--- src/rtl/sw_loop_pkg.sv ---
// Shared location encoding and helpers for the nested software-loop benchmark.
package sw_loop_pkg;

  typedef enum logic [2:0] {
    L0 = 3'd0, L1 = 3'd1, L2 = 3'd2, L3 = 3'd3,
    L4 = 3'd4, L5 = 3'd5, L6 = 3'd6, L7 = 3'd7
  } loc_e;

  localparam int unsigned NUM_LOC = 8;

  // Width of the outer counter: clog2(n), never below one bit.
  function automatic int yw_of(input int n);
    int w;
    w = 1;
    for (int i = 1; i < 31; i++) begin
      if ((32'sd1 << i) < n) w = i + 1;
    end
    return w;
  endfunction

  function automatic logic [7:0] loc_onehot(input loc_e l);
    return 8'd1 << l;
  endfunction

  function automatic logic is_onehot(input logic [7:0] v);
    int c;
    c = 0;
    for (int i = 0; i < 8; i++) begin
      if (v[i]) c++;
    end
    return (c == 1);
  endfunction

  // Lowest set bit wins when the vector is not one-hot.
  function automatic loc_e first_loc(input logic [7:0] v);
    loc_e r;
    r = L0;
    for (int i = 7; i >= 0; i--) begin
      if (v[i]) r = loc_e'(i[2:0]);
    end
    return r;
  endfunction

  function automatic loc_e next_loc(input loc_e l, input logic lt_prop,
                                    input logic lt_cond, input logic y_last);
    loc_e n;
    case (l)
      L0:      n = L1;
      L1:      n = lt_prop ? L2 : L6;
      L2:      n = L3;
      L3:      n = lt_cond ? L1 : L4;
      L4:      n = lt_prop ? L5 : L6;
      L5:      n = y_last ? L7 : L1;
      L6:      n = L6;
      L7:      n = L7;
      default: n = L0;
    endcase
    return n;
  endfunction

endpackage

--- src/rtl/sw_loop_pc.sv ---
// Program-counter register and next-location logic. SW_LOOP_ONEHOT_GUARD_EN selects
// eight independent flops with a registered one-hot guard instead of a binary PC.
module sw_loop_pc
  import sw_loop_pkg::*;
(
  input  logic       clk,
  input  logic       rst,
  input  logic       step_i,
  input  logic       lt_prop_i,
  input  logic       lt_cond_i,
  input  logic       y_last_i,
  output logic [7:0] pc_o,
  output logic       adv_o,
  output logic       guard_ok_o
);

`ifdef SW_LOOP_ONEHOT_GUARD_EN
  logic [7:0] pc_q, pc_d;
  logic       onehot_q;

  // A corrupted PC still decodes to some location; the guard stops it one edge later.
  always_comb begin
    pc_d = loc_onehot(next_loc(first_loc(pc_q), lt_prop_i, lt_cond_i, y_last_i));
  end

  always_ff @(posedge clk or posedge rst) begin
    if (rst) begin
      pc_q     <= loc_onehot(L0);
      onehot_q <= 1'b1;
    end else begin
      onehot_q <= is_onehot(pc_q);
      if (adv_o) pc_q <= pc_d;
      else       pc_q <= pc_q;
    end
  end

  assign adv_o      = step_i && onehot_q;
  assign guard_ok_o = onehot_q;
  assign pc_o       = pc_q;
`else
  loc_e loc_q, loc_d;

  always_comb begin
    loc_d = next_loc(loc_q, lt_prop_i, lt_cond_i, y_last_i);
  end

  always_ff @(posedge clk or posedge rst) begin
    if (rst)         loc_q <= L0;
    else if (adv_o)  loc_q <= loc_d;
    else             loc_q <= loc_q;
  end

  assign adv_o      = step_i;
  assign guard_ok_o = 1'b1;
  assign pc_o       = loc_onehot(loc_q);
`endif

endmodule

--- src/rtl/sw_loop_nested.sv ---
// Nested counting loop (inner x, outer y) as a PC state machine; prop = !err.
// Optional build macro: SW_LOOP_ONEHOT_GUARD_EN (one-hot PC with guard_ok check).
module sw_loop_nested
  import sw_loop_pkg::*;
#(
  parameter int W       = 6,
  parameter int K_INIT  = 1,
  parameter int K_INC   = 3,
  parameter int K_COND  = 17,
  parameter int K_PROP  = 20,
  parameter int N_OUTER = 2,
  localparam int YW     = yw_of(N_OUTER)
) (
  input  logic          clk,
  input  logic          rst,
  input  logic          step,
  output logic [7:0]    pc,
  output logic [W-1:0]  x,
  output logic [YW-1:0] y,
  output logic          done,
  output logic          err,
  output logic          prop,
  output logic          guard_ok
);

  localparam logic [W-1:0]  KINIT_W = W'(K_INIT);
  localparam logic [W-1:0]  KINC_W  = W'(K_INC);
  localparam logic [W-1:0]  KCOND_W = W'(K_COND);
  localparam logic [W-1:0]  KPROP_W = W'(K_PROP);
  localparam logic [YW-1:0] Y_LAST  = YW'(N_OUTER - 1);

  logic [W-1:0]  x_q, x_d;
  logic [YW-1:0] y_q, y_d;
  logic [7:0]    pc_s;
  logic          adv, lt_prop, lt_cond, y_last;

  assign lt_prop = (x_q < KPROP_W);
  assign lt_cond = (x_q < KCOND_W);
  assign y_last  = (y_q == Y_LAST);

  sw_loop_pc u_pc (
    .clk        (clk),
    .rst        (rst),
    .step_i     (step),
    .lt_prop_i  (lt_prop),
    .lt_cond_i  (lt_cond),
    .y_last_i   (y_last),
    .pc_o       (pc_s),
    .adv_o      (adv),
    .guard_ok_o (guard_ok)
  );

  // Only L0, L2 and L5 write data; the x increment wraps modulo 2^W.
  always_comb begin
    x_d = x_q;
    y_d = y_q;
    if (adv) begin
      if (pc_s[L0]) begin
        x_d = KINIT_W;
        y_d = {YW{1'b0}};
      end else if (pc_s[L2]) begin
        x_d = x_q + KINC_W;
      end else if (pc_s[L5] && !y_last) begin
        x_d = KINIT_W;
        y_d = y_q + YW'(1);
      end else begin
        x_d = x_q;
      end
    end else begin
      x_d = x_q;
    end
  end

  always_ff @(posedge clk or posedge rst) begin
    if (rst) begin
      x_q <= KINIT_W;
      y_q <= {YW{1'b0}};
    end else begin
      x_q <= x_d;
      y_q <= y_d;
    end
  end

  assign pc   = pc_s;
  assign x    = x_q;
  assign y    = y_q;
  assign done = pc_s[L7];
  assign err  = pc_s[L6];
  assign prop = !pc_s[L6];

endmodule

--- config.mk ---
export PLATFORM = sky130hd
export DESIGN_NAME = sw_loop_nested
export DESIGN_NICKNAME = d
export VERILOG_FILES = /design/src/rtl/sw_loop_pkg.sv /design/src/rtl/sw_loop_pc.sv /design/src/rtl/sw_loop_nested.sv
export SDC_FILE = /design/constraint.sdc
export NUM_CORES = 1
export LEC_CHECK = 0
export BUFFER_PORTS_ARGS = -buffer_cell sky130_fd_sc_hd__clkbuf_2
export CAP_MARGIN = 40
export CORE_ASPECT_RATIO = 0.9
export CORE_MARGIN = 3
export CORE_UTILIZATION = 44
export CTS_CLUSTER_DIAMETER = 100
export DETAILED_ROUTE_END_ITERATION = 6
export PLACE_DENSITY = 0.78
export RECOVER_POWER = 50
export SYNTH_ARGS = -nofsm -noshare
export SYNTH_HDL_FRONTEND = slang
export SYNTH_HIERARCHICAL = 1
export SYNTH_SLANG_ARGS = --single-unit
--- constraint.sdc ---
create_clock -name clk -period 1.4 [get_ports clk]
set_input_delay 0.14 -clock clk [delete_from_list [all_inputs] [get_ports clk]]
set_output_delay 0.14 -clock clk [all_outputs]
set_load 0.05 [all_outputs]
Word-level counts from Yosys, hierarchy flattened
Index checks and enable logic that the tools add are counted.
{"block": "word_totals", "out_inout_bits": 19, "input_bits": 3, "word_cells": 35, "ff_bits": 10}
{"block": "op_classes", "shift": 1, "n_reduce_logical": 8, "n_eq_ne": 8, "order_cmp": 2, "addsub": 2, "n_mux": 11}
{"operator": "case mux 3 bit (8 select lines)", "n": 1}
{"operator": "two-way mux 6 bit", "n": 3}
{"operator": "equality test 3 bit, second input constant", "n": 4}
{"operator": "< comparator 6 x 5 -> 1 bit, second input constant", "n": 2}
{"operator": "two-way mux 3 bit", "n": 3}
{"operator": "left shift 1 x 3 -> 8 bit, first input constant", "n": 1}
{"operator": "adder 6 x 2 -> 6 bit, second input constant", "n": 1}
{"operator": "equality test 3 x 2 -> 1 bit, second input constant", "n": 2}
{"operator": "equality test 3 x 1 -> 1 bit, second input constant", "n": 1}
{"operator": "logical NOT 3 bit", "n": 1}
{"operator": "two-way mux 1 bit", "n": 3}
{"operator": "AND reduction 3 bit", "n": 1}
{"operator": "nonzero test 3 bit", "n": 1}
{"operator": "logical NOT 1 bit", "n": 2}
{"operator": "two-way mux 2 bit", "n": 1}
{"operator": "inequality test 2 bit, second input constant", "n": 1}
{"operator": "AND reduction 2 bit", "n": 1}
{"operator": "nonzero test 2 bit", "n": 1}
{"operator": "adder 1 bit, second input constant", "n": 1}
{"operator": "logical AND 1 bit", "n": 1}

Logic depth before layout (Yosys ltp)
Gate-level depths: netlist of run 1.
{"block": "logic_depth", "depth_word": 5, "mapped_depth": 7, "mapped_depth_nobuf": 7}

Cells and area by module
The synthesis of run 1 kept the hierarchy.
{"module": "sw_loop_nested", "area_per_inst_um2": 430.4, "instances": 1, "cells_each": 48, "seq_area_each_um2": 176.4}
{"module": "sw_loop_pc", "area_per_inst_um2": 272.8, "instances": 1, "cells_each": 35, "seq_area_each_um2": 75.1}

Worst setup path before layout of run 1
No wires, ideal clock.
{"block": "synth_path", "kind": "reg-to-reg", "startpoint": "register u_pc.loc_q[2]", "endpoint": "register x_q[4], in the netlist x[4]", "path_stages_with_launch": 7, "arrival_ns": 2.605, "n_path_buf": 1, "required_time_ns": 1.280, "setup_slack_ns": -1.325, "cell_sequence": "dfrtp_1 buf_6 nor3_1 nor2_1 a211oi_2 xnor2_1 nor2_1"}
{"block": "synth_between", "elab_cells_between_ends": 6}
{"item": "start, declared", "line": "sw_loop_pc.sv:41", "text": "loc_e loc_q, loc_d;"}
{"item": "start signal, assigned", "line": "sw_loop_pc.sv:49", "text": "else if (adv_o) loc_q <= loc_d;"}
{"item": "start signal, assigned", "line": "sw_loop_pc.sv:50", "text": "else loc_q <= loc_q;"}
{"item": "left shift 1 x 3 -> 8 bit *", "line": "sw_loop_pkg.sv:22", "text": "return 8'd1 << l;"}
{"item": "net pc[0]", "line": "sw_loop_nested.sv:17", "text": "output logic [7:0] pc,"}
{"item": "nonzero test 3 bit (no source line)"}
{"item": "AND reduction 2 bit (no source line)"}
{"item": "end signal, assigned", "line": "sw_loop_nested.sv:76", "text": "x_q <= KINIT_W;"}
{"item": "end signal, assigned", "line": "sw_loop_nested.sv:79", "text": "x_q <= x_d;"}
{"item": "end, declared", "line": "sw_loop_nested.sv:32", "text": "logic [W-1:0] x_q, x_d;"}
The timed path passes the listed nets; every way through them passes the cells marked *.
A chain may end at the register's enable or synchronous reset.

Worst setup path after layout of run 1
{"block": "layout_path", "startpoint": "register u_pc.loc_q[1]", "endpoint": "output err"}
{"block": "layout_between", "elab_chain_len": 1}
{"item": "left shift 1 x 3 -> 8 bit", "line": "sw_loop_pkg.sv:22"}
{"item": "end, declared", "line": "sw_loop_nested.sv:21", "text": "output logic err,"}
No other way between the ends.

==> flow_metrics.py, run 1 <==
metrics = {
    "outcome": {
        "status": "finished with violations",
        "violations": "negative setup slack",
    },
    "floorplan": {
        "die-area_um2": 2110,
        "initial_core_util_pct": 47.5,
        "core.rowCount": 13,
        "die_h_um": 43.9,
        "pin_count": 22,
        "die_x_um": 48.1,
        "core_um2": 1480,
    },
    "sta": {
        "hold_viol": 0,
        "skew_ns": 0.00282,
        "min_period_over_period_pct": 114,
        "max_freq_ghz": 0.626,
        "finalSetupViolations": 18,
        "layout_min_cycle_time_ns": 1.60,
        "drv_slew": 0,
        "final.setup.worst_slack_ns": -0.198,
        "rsz0062_at_grt": "true",
    },
    "clock_tree": {
        "cts_made_buffers": 3,
        "cts.clk_slew.worst_paths_ns": 0.07,
        "clockBufferDepth": 2,
        "clockRootBuffer": "clkbuf_4",
        "clk_latency_ns": 0.28,
        "h-tree-depth": 1,
        "cts_sinks": 10,
        "cts_tree": "yes",
    },
    "synth": {
        "synth_fp_nets": 87,
        "async_flop_share_pct": 100,
        "synthDistinctLibCells": 30,
        "ys.flop_type": "dfrtp_1",
        "syn_area_um2": 703,
        "yosysWarnings": 6,
        "synth_cells": 83,
        "synth.avg_cell_area_um2": 8.47,
        "ys_ff_latch": 10,
        "synth_seq_area_share_pct": 35.8,
        "synth_edf_count": 0,
    },
    "placement": {
        "hpwlAfterDp_um": 1370,
        "port_buffers": 20,
        "gp_congestion": 0.848,
        "place_area_um2": 963,
    },
    "worst_setup_path": {
        "start_kind": "flip-flop",
        "critPathLaunch": "u_pc/loc_q[1]$_DFFE_PP0P_",
        "timing_worst_setup_path_type": "flip-flop to output port",
        "r2r_cells": 7,
        "r2r_start": "u_pc/loc_q[0]$_DFFE_PP0P_",
        "worst_ep_arrival_time_ns": 1.46,
        "cp-end-kind": "output port",
        "r2r_slack_ns": -0.17,
        "r2r-end": "x[4]$_DFFE_PP0P_",
        "required_ns": 1.26,
        "endpoint": "err",
        "crit_fanout": 4,
    },
    "drt": {
        "vias_per_cell": 5.27,
        "routed_wl_um": 2540,
        "drc": 0,
        "first_iter_violations": 22,
        "ant_nets": 0,
        "vias": 759,
        "wl_per_cell_um": 17.7,
        "drt-pass1-iter-count": 4,
    },
    "global_routing": {
        "antenna_found_initial": 0,
        "gr-usage-all-layers_pct": 24.2,
        "grt_max_degree": 14,
        "grt_pass1_wl_um": 3500,
        "first_global_vias": 742,
        "overflow": 0,
    },
    "min_path": {
        "min_path_type": "input pin to flip-flop",
        "min_from": "step",
    },
    "cells_and_area": {
        "drive_gt1_share_pct": 68.9,
        "fin_area_um2": 1300,
        "antenna_cells": 0,
        "area_growth_pct": 85.1,
        "nets": 127,
        "final_cell_mix": "10 x buf_6, 10 x buf_4, 8 x clkbuf_2, 7 x dfrtp_2, 6 x nand2_1",
    },
    "job": {
        "max-cap-violations": 0,
    },
}
==> repair_timing <==
item	in CTS	in global routing
gates resized for setup	40	17
pin swaps	6	15
gates cloned	0	0
buffers inserted	6	3
endpoints found under the setup margin	16	20
hold endpoints to repair	9	0
hold buffers	1	0
==> area by class of cell <==
class | count | area, um^2
inverters | 10 | 42.5
clock buffers | 4 | 36.3
well taps | 22 | 27.5
multi-input cells | 57 | 502
fillers | 62 | 179
repair buffers | 41 | 433
flip-flops and latches | 10 | 260
==> worst min path at each step <==
stage | to | slack (ns) | cells past startpoint
after floorplan | u_pc/loc_q[0]$_DFFE_PP0P_ | -0.11 | 1
after global placement | u_pc/loc_q[0]$_DFFE_PP0P_ | 0.005 | 2
after detailed placement | u_pc/loc_q[0]$_DFFE_PP0P_ | 0.01 | 2
after CTS | y$_DFFE_PP0P_ | 0.23 | 2
after global routing | x[0]$_DFFE_PP1P_ | 0.28 | 3
final | x[0]$_DFFE_PP1P_ | 0.26 | 3
==> synth_stat cells, types with 2 or more instances <==
master	count	area (um^2)
buf_4	4	30.0
nand2_1	7	26.3
a21oi_1	6	30.0
a31oi_1	2	12.5
nor3_1	7	35.0
nor2_1	9	33.8
o21a_1	2	15.0
inv_2	2	7.51
nand2b_1	2	12.5
inv_1	8	30.0
buf_6	2	22.5
o21ai_0	2	10.0
dfrtp_1	9	225
a211oi_2	2	25.0
xnor2_1	4	35.0
==> routing by layer <==
metal	share of wire, %	global-route usage, %	up-vias
li1	-	-	354
met1	40	27.5	365
met2	53	41.1	35
met3	5.7	5.39	5
met4	1.4	11.3	0
met5	0	0	-
==> cell families (layout without fill, tap and decap cells) <==
| family | after synthesis | in the layout | share of synthesized area (%) |
|---|---|---|---|
| AO/OA/AOI/OAI | 21 | 21 | 23.3 |
| XOR/XNOR | 4 | 4 | 4.98 |
| adder cells (fa/ha/maj) | 1 | 1 | 1.78 |
| buffers and inverters | 16 | 55 | 12.8 |
| flip-flops | 10 | 10 | 35.8 |
| other | 1 | 1 | 0.533 |
| AND/OR/NAND/NOR | 30 | 30 | 20.8 |
==> critical path, cell delays in order, from the launching register on <==
cell	delay (ns)
dfrtp_2	0.40
buf_6	0.12
inv_4	0.04
buf_6	0.12
nor3_4	0.26
clkbuf_8	0.24
==> registers in the layout, indices dropped and copies added (netlist names) <==
name and cells:
y 1, x 6, u_pc/loc_q 3
==> through the flow <==
step,setup TNS [ns],setup WS (ns),util (%),hold WS (ns),instances
floorplan,-2.55,-0.366,-,-0.106,83
global placement,-0.0559,-0.0393,65.1,0.00504,131
detailed placement,-0.142,-0.0504,65.1,0.0108,131
CTS,-1.18,-0.153,84.1,0.233,142
global route,-2.96,-0.227,87.9,0.281,144
finish,-2.16,-0.198,87.9,0.263,144
Power of run 1 is left out: the tool's default activity adds up to more than one toggle a clock period on the data nets, which glitch-free logic cannot reach.
==> run 2: changes to the inputs <==
- RECOVER_POWER: 50 -> default
==> run 2 against run 1 <==
Effect of this change: critical path depth did not move; wire length stayed put; critical path type unchanged; die area did not move; first-iteration DRC count is the same; the run still ends with negative setup slack left; worst setup slack stayed put; worst hold slack unchanged; largest cell class unchanged; clock-buffer cell count stayed put; non-clock buffer count stayed put; critical endpoint unchanged; utilization grew 0.084 points; register-to-register slack hardly changed; sequential share of layout area about the same; cell area is essentially flat.
==> flow_metrics.py, run 2 (synthesis results as in run 1) <==
metrics = {
    "worst_setup_path": {
        "critPathLaunch": "u_pc/loc_q[1]$_DFFE_PP0P_",
        "cp-end-kind": "output port",
        "path_cells": "buf_6, inv_4, buf_6, nor3_4, clkbuf_8",
        "cp_top_family": "buffers and inverters",
        "endpoint": "err",
        "path_depth": 5,
        "r2r_start": "u_pc/loc_q[0]$_DFFE_PP0P_",
        "crit_slowest_cell": "dfrtp_2",
        "r2r_slack_ns": -0.17,
        "worst_ep_arrival_time_ns": 1.46,
        "slowest_delay_ns": 0.40,
        "timing_worst_setup_path_type": "flip-flop to output port",
        "timing.critical_path.buf_inv": 4,
        "r2r-end": "x[4]$_DFFE_PP0P_",
        "required_ns": 1.26,
        "cpMostUsedCell": "buf_6",
        "crit_fanout": 4,
        "r2r_cells": 7,
        "start_kind": "flip-flop",
    },
    "global_routing": {
        "overflow": 0,
        "antenna_found_initial": 0,
        "gr-usage-all-layers_pct": 24.2,
        "first_global_vias": 742,
        "grt_pass1_wl_um": 3500,
        "grt_max_degree": 14,
    },
    "cells_and_area": {
        "largest_reg_flops": 6,
        "fin_cells": 144,
        "fin_util_pct": 88.0,
        "antenna_cells": 0,
        "drive_gt1_share_pct": 69.7,
        "nets": 127,
        "area_growth_pct": 85.2,
        "fin_area_um2": 1300,
        "final_cell_mix": "10 x buf_6, 10 x buf_4, 9 x clkbuf_2, 7 x dfrtp_2, 6 x nand2_1",
    },
    "drt": {
        "vias": 759,
        "drc": 0,
        "vias_per_cell": 5.27,
        "ant_nets": 0,
        "routed_wl_um": 2540,
        "first_iter_violations": 22,
        "drt-pass1-iter-count": 4,
        "wl_per_cell_um": 17.7,
    },
    "sta": {
        "finalSetupViolations": 18,
        "skew_ns": 0.00282,
        "final.setup.worst_slack_ns": -0.198,
        "min_period_over_period_pct": 114,
        "finalSetupTns_ns": -2.16,
        "rsz0062_at_grt": "true",
        "hold_viol": 0,
        "max_freq_ghz": 0.626,
        "layout_min_cycle_time_ns": 1.60,
        "drv_slew": 0,
    },
    "clock_tree": {
        "cts_tree": "yes",
        "cts.clk_slew.worst_paths_ns": 0.07,
        "clockBufferDepth": 2,
        "clk_latency_ns": 0.28,
        "cts_made_buffers": 3,
        "cts_sinks": 10,
        "h-tree-depth": 1,
        "clockRootBuffer": "clkbuf_4",
    },
    "floorplan": {
        "core_um2": 1480,
        "die_x_um": 48.1,
        "pin_count": 22,
        "die-area_um2": 2110,
        "die_h_um": 43.9,
        "initial_core_util_pct": 47.5,
        "core.rowCount": 13,
    },
    "job": {
        "max-cap-violations": 0,
    },
    "min_path": {
        "min_path_type": "input pin to flip-flop",
    },
    "placement": {
        "dp.cells": 131,
        "port_buffers": 20,
        "gp_congestion": 0.848,
        "place_area_um2": 963,
        "hpwlAfterDp_um": 1370,
    },
    "outcome": {
        "violations": "negative setup slack",
        "status": "finished with violations",
    },
}
-- run 2: cell counts in the layout (fill, tap and decap cells not counted) --
Identical to the previous run, type by type.
-- run 2: worst min path at each step --
stage / depth (start not counted) / slack, ns / from / to
after floorplan: 1 / -0.11 / rst / u_pc/loc_q[0]$_DFFE_PP0P_
after global placement: 2 / 0.005 / rst / u_pc/loc_q[0]$_DFFE_PP0P_
after detailed placement: 2 / 0.01 / rst / u_pc/loc_q[0]$_DFFE_PP0P_
after CTS: 2 / 0.23 / step / y$_DFFE_PP0P_
after global routing: 3 / 0.28 / step / x[0]$_DFFE_PP1P_
final: 3 / 0.26 / step / x[0]$_DFFE_PP1P_
-- run 2: cell type report --
class	count	area [um^2]
fill	61	178
clock buffer	4	36.3
tap	22	27.5
timing repair buffer	41	434
sequential	10	260
multi-input combinational	57	502
inverter	10	42.5
-- run 2: metal layers --
metal  vias to the layer above  GRT usage (%)  wire, um  part of all wire, %
li1                        354              -         -                    -
met1                       365           27.5      1020                   40
met2                        35           41.1      1340                   53
met3                         5           5.39       145                  5.7
met4                         0           11.3        35                  1.4
met5                         -              0         0                    0
-- run 2: worst register-to-register path: cells and delay by family (launching register included) --
| family | cells | cell delay (ns) |
|---|---|---|
| AND/OR/NAND/NOR | 3 | 0.33 |
| AO/OA/AOI/OAI | 1 | 0.27 |
| flip-flops | 1 | 0.44 |
| buffers and inverters | 2 | 0.27 |
| XOR/XNOR | 1 | 0.15 |
-- run 2: per-stage QoR --
| step | setup WS [ns] | hold WS, ns |
|---|---|---|
| after floorplan | -0.366 | -0.106 |
| after global placement | -0.0393 | 0.00504 |
| after detailed placement | -0.0504 | 0.0108 |
| after CTS | -0.153 | 0.233 |
| after global routing | -0.227 | 0.281 |
| final | -0.198 | 0.263 |
-- run 2: what timing repair did --
action,4_1_cts,5_1_grt
endpoints found under the setup margin,16,20
pin swaps,6,15
hold buffers,1,0
endpoints found under the hold margin,9,0
resized for setup,40,17
buffers inserted,6,3
Power of run 2 is left out for the same reason.
==> run 3: changes to the inputs <==
- CORE_MARGIN: 3 -> 4
- CTS_BUF_LIST: default -> sky130_fd_sc_hd__clkbuf_16
- SLEW_MARGIN: default -> 30
==> run 3 against run 2 <==
Effect of this change: the flow still finishes with violations (negative setup slack); worst hold slack better by 0.085 ns; sequential share of layout area down 0.61 points; via count up 7.2%; cell count up 1.4%; highest routed layer unchanged.
==> flow_metrics.py, run 3 (synthesis results as in run 1) <==
metrics = {
    "worst_setup_path": {
        "critPathLaunch": "u_pc/loc_q[2]$_DFFE_PP0P_",
        "start_kind": "flip-flop",
        "crit_fanout": 5,
        "required_ns": 1.26,
        "worst_ep_arrival_time_ns": 1.39,
        "r2r_cells": 7,
        "timing_worst_setup_path_type": "flip-flop to output port",
        "r2r_start": "x[0]$_DFFE_PP1P_",
        "cp-end-kind": "output port",
    },
    "clock_tree": {
        "clk_latency_ns": 0.24,
        "cts_sinks": 10,
        "cts_tree": "yes",
        "clockRootBuffer": "clkbuf_16",
        "cts.clk_slew.worst_paths_ns": 0.04,
        "clockBufferDepth": 2,
        "h-tree-depth": 1,
        "cts_made_buffers": 3,
    },
    "floorplan": {
        "die_h_um": 45.9,
        "die_x_um": 50.1,
        "die-area_um2": 2300,
        "initial_core_util_pct": 47.5,
        "core_um2": 1480,
        "pin_count": 22,
        "core.rowCount": 13,
    },
    "drt": {
        "vias_per_cell": 5.58,
        "vias": 814,
        "drt-pass1-iter-count": 4,
        "routed_wl_um": 2920,
        "ant_nets": 0,
        "drc": 0,
        "first_iter_violations": 22,
        "wl_per_cell_um": 20.0,
    },
    "cells_and_area": {
        "nets": 129,
        "ff_latch_area_um2": 260,
        "drive_gt1_share_pct": 67.7,
        "multi_input_area_um2": 518,
        "final_common_cell": "buf_4",
        "largest_reg_flops": 6,
        "fill_cells": 58,
        "area_growth_pct": 91.1,
        "fin_util_pct": 90.8,
        "final_cell_mix": "16 x buf_4, 9 x clkbuf_2, 9 x buf_6, 7 x nand2_1, 7 x dfrtp_2",
        "antenna_cells": 0,
    },
    "outcome": {
        "status": "finished with violations",
        "violations": "negative setup slack",
    },
    "sta": {
        "layout_min_cycle_time_ns": 1.53,
        "finalSetupTns_ns": -1.20,
        "min_period_over_period_pct": 109,
        "rsz0062_at_grt": "true",
        "final.setup.worst_slack_ns": -0.132,
        "finalSetupViolations": 17,
        "skew_ns": 0.00117,
        "drv_slew": 0,
        "max_freq_ghz": 0.653,
        "hold_viol": 0,
    },
    "global_routing": {
        "antenna_found_initial": 0,
        "grt_pass1_wl_um": 4170,
        "overflow": 0,
        "grt_max_degree": 14,
        "first_global_vias": 815,
        "gr-usage-all-layers_pct": 25.5,
    },
    "placement": {
        "hpwlAfterDp_um": 1500,
        "port_buffers": 20,
        "gp_congestion": 0.901,
        "post-place-ws_ns": -0.114,
    },
    "job": {
        "max-cap-violations": 0,
    },
    "min_path": {
        "min_path_type": "input pin to asynchronous set/reset pin",
    },
}
[run 3: cell count changes in the layout (fill, tap and decap cells not counted), sizes merged]
| cell | before | now |
|---|---|---|
| buf | 25 | 31 |
| clkbuf | 19 | 14 |
| inv | 10 | 11 |
[run 3: cell type report]
class                   instances  share of cell area [%]
multi-input cells              57                    38.5
repair buffers                 43                    31.0
flip-flops and latches         10                    19.4
clock buffers                   3                    5.59
inverters                      10                    3.17
well taps                      22                    2.05
clock inverters                 1                   0.279
[run 3: metal layers]
layer	GRT usage [%]	vias to the layer above	share of wire, %
li1	-	357	-
met1	27.6	413	43
met2	48.4	34	50
met3	3.93	10	4.0
met4	13.3	0	3.3
met5	0	-	0
[run 3: repair_timing]
item	in CTS	in global routing
pin swaps	9	4
endpoints found under the setup margin	17	20
hold buffers	1	0
cloned	0	0
buffers inserted	7	3
endpoints found under the hold margin	9	0
gates resized for setup	38	17
[run 3: worst paths after layout]
path                                                   to  slack (ns)
worst max-delay path                                 prop       -0.13
worst min-delay path            u_pc/loc_q[2]$_DFFE_PP0P_        0.35
worst max register to register  u_pc/loc_q[0]$_DFFE_PP0P_       -0.13
min in group clk                            y$_DFFE_PP0P_        0.36
max in group asynchronous                x[0]$_DFFE_PP1P_        0.70
worst min register to register           x[1]$_DFFE_PP0P_        0.54
[run 3: worst max-delay path, stage by stage, from the launching register on]
cell and delay (ns):
dfrtp_2 0.45, buf_6 0.14, inv_4 0.04, nor3_4 0.29, inv_2 0.08, buf_8 0.15
[run 3: stage by stage]
stage | instances | hold WS [ns] | area, um^2
3_3_place_gp | 131 | 0.00190 | 963
2_1_floorplan | 83 | -0.106 | 802
5_1_grt | 146 | 0.374 | 1340
6_report | 146 | 0.348 | 1340
3_5_place_dp | 131 | 0.00710 | 963
4_1_cts | 143 | 0.312 | 1280
Power of run 3 is left out for the same reason.
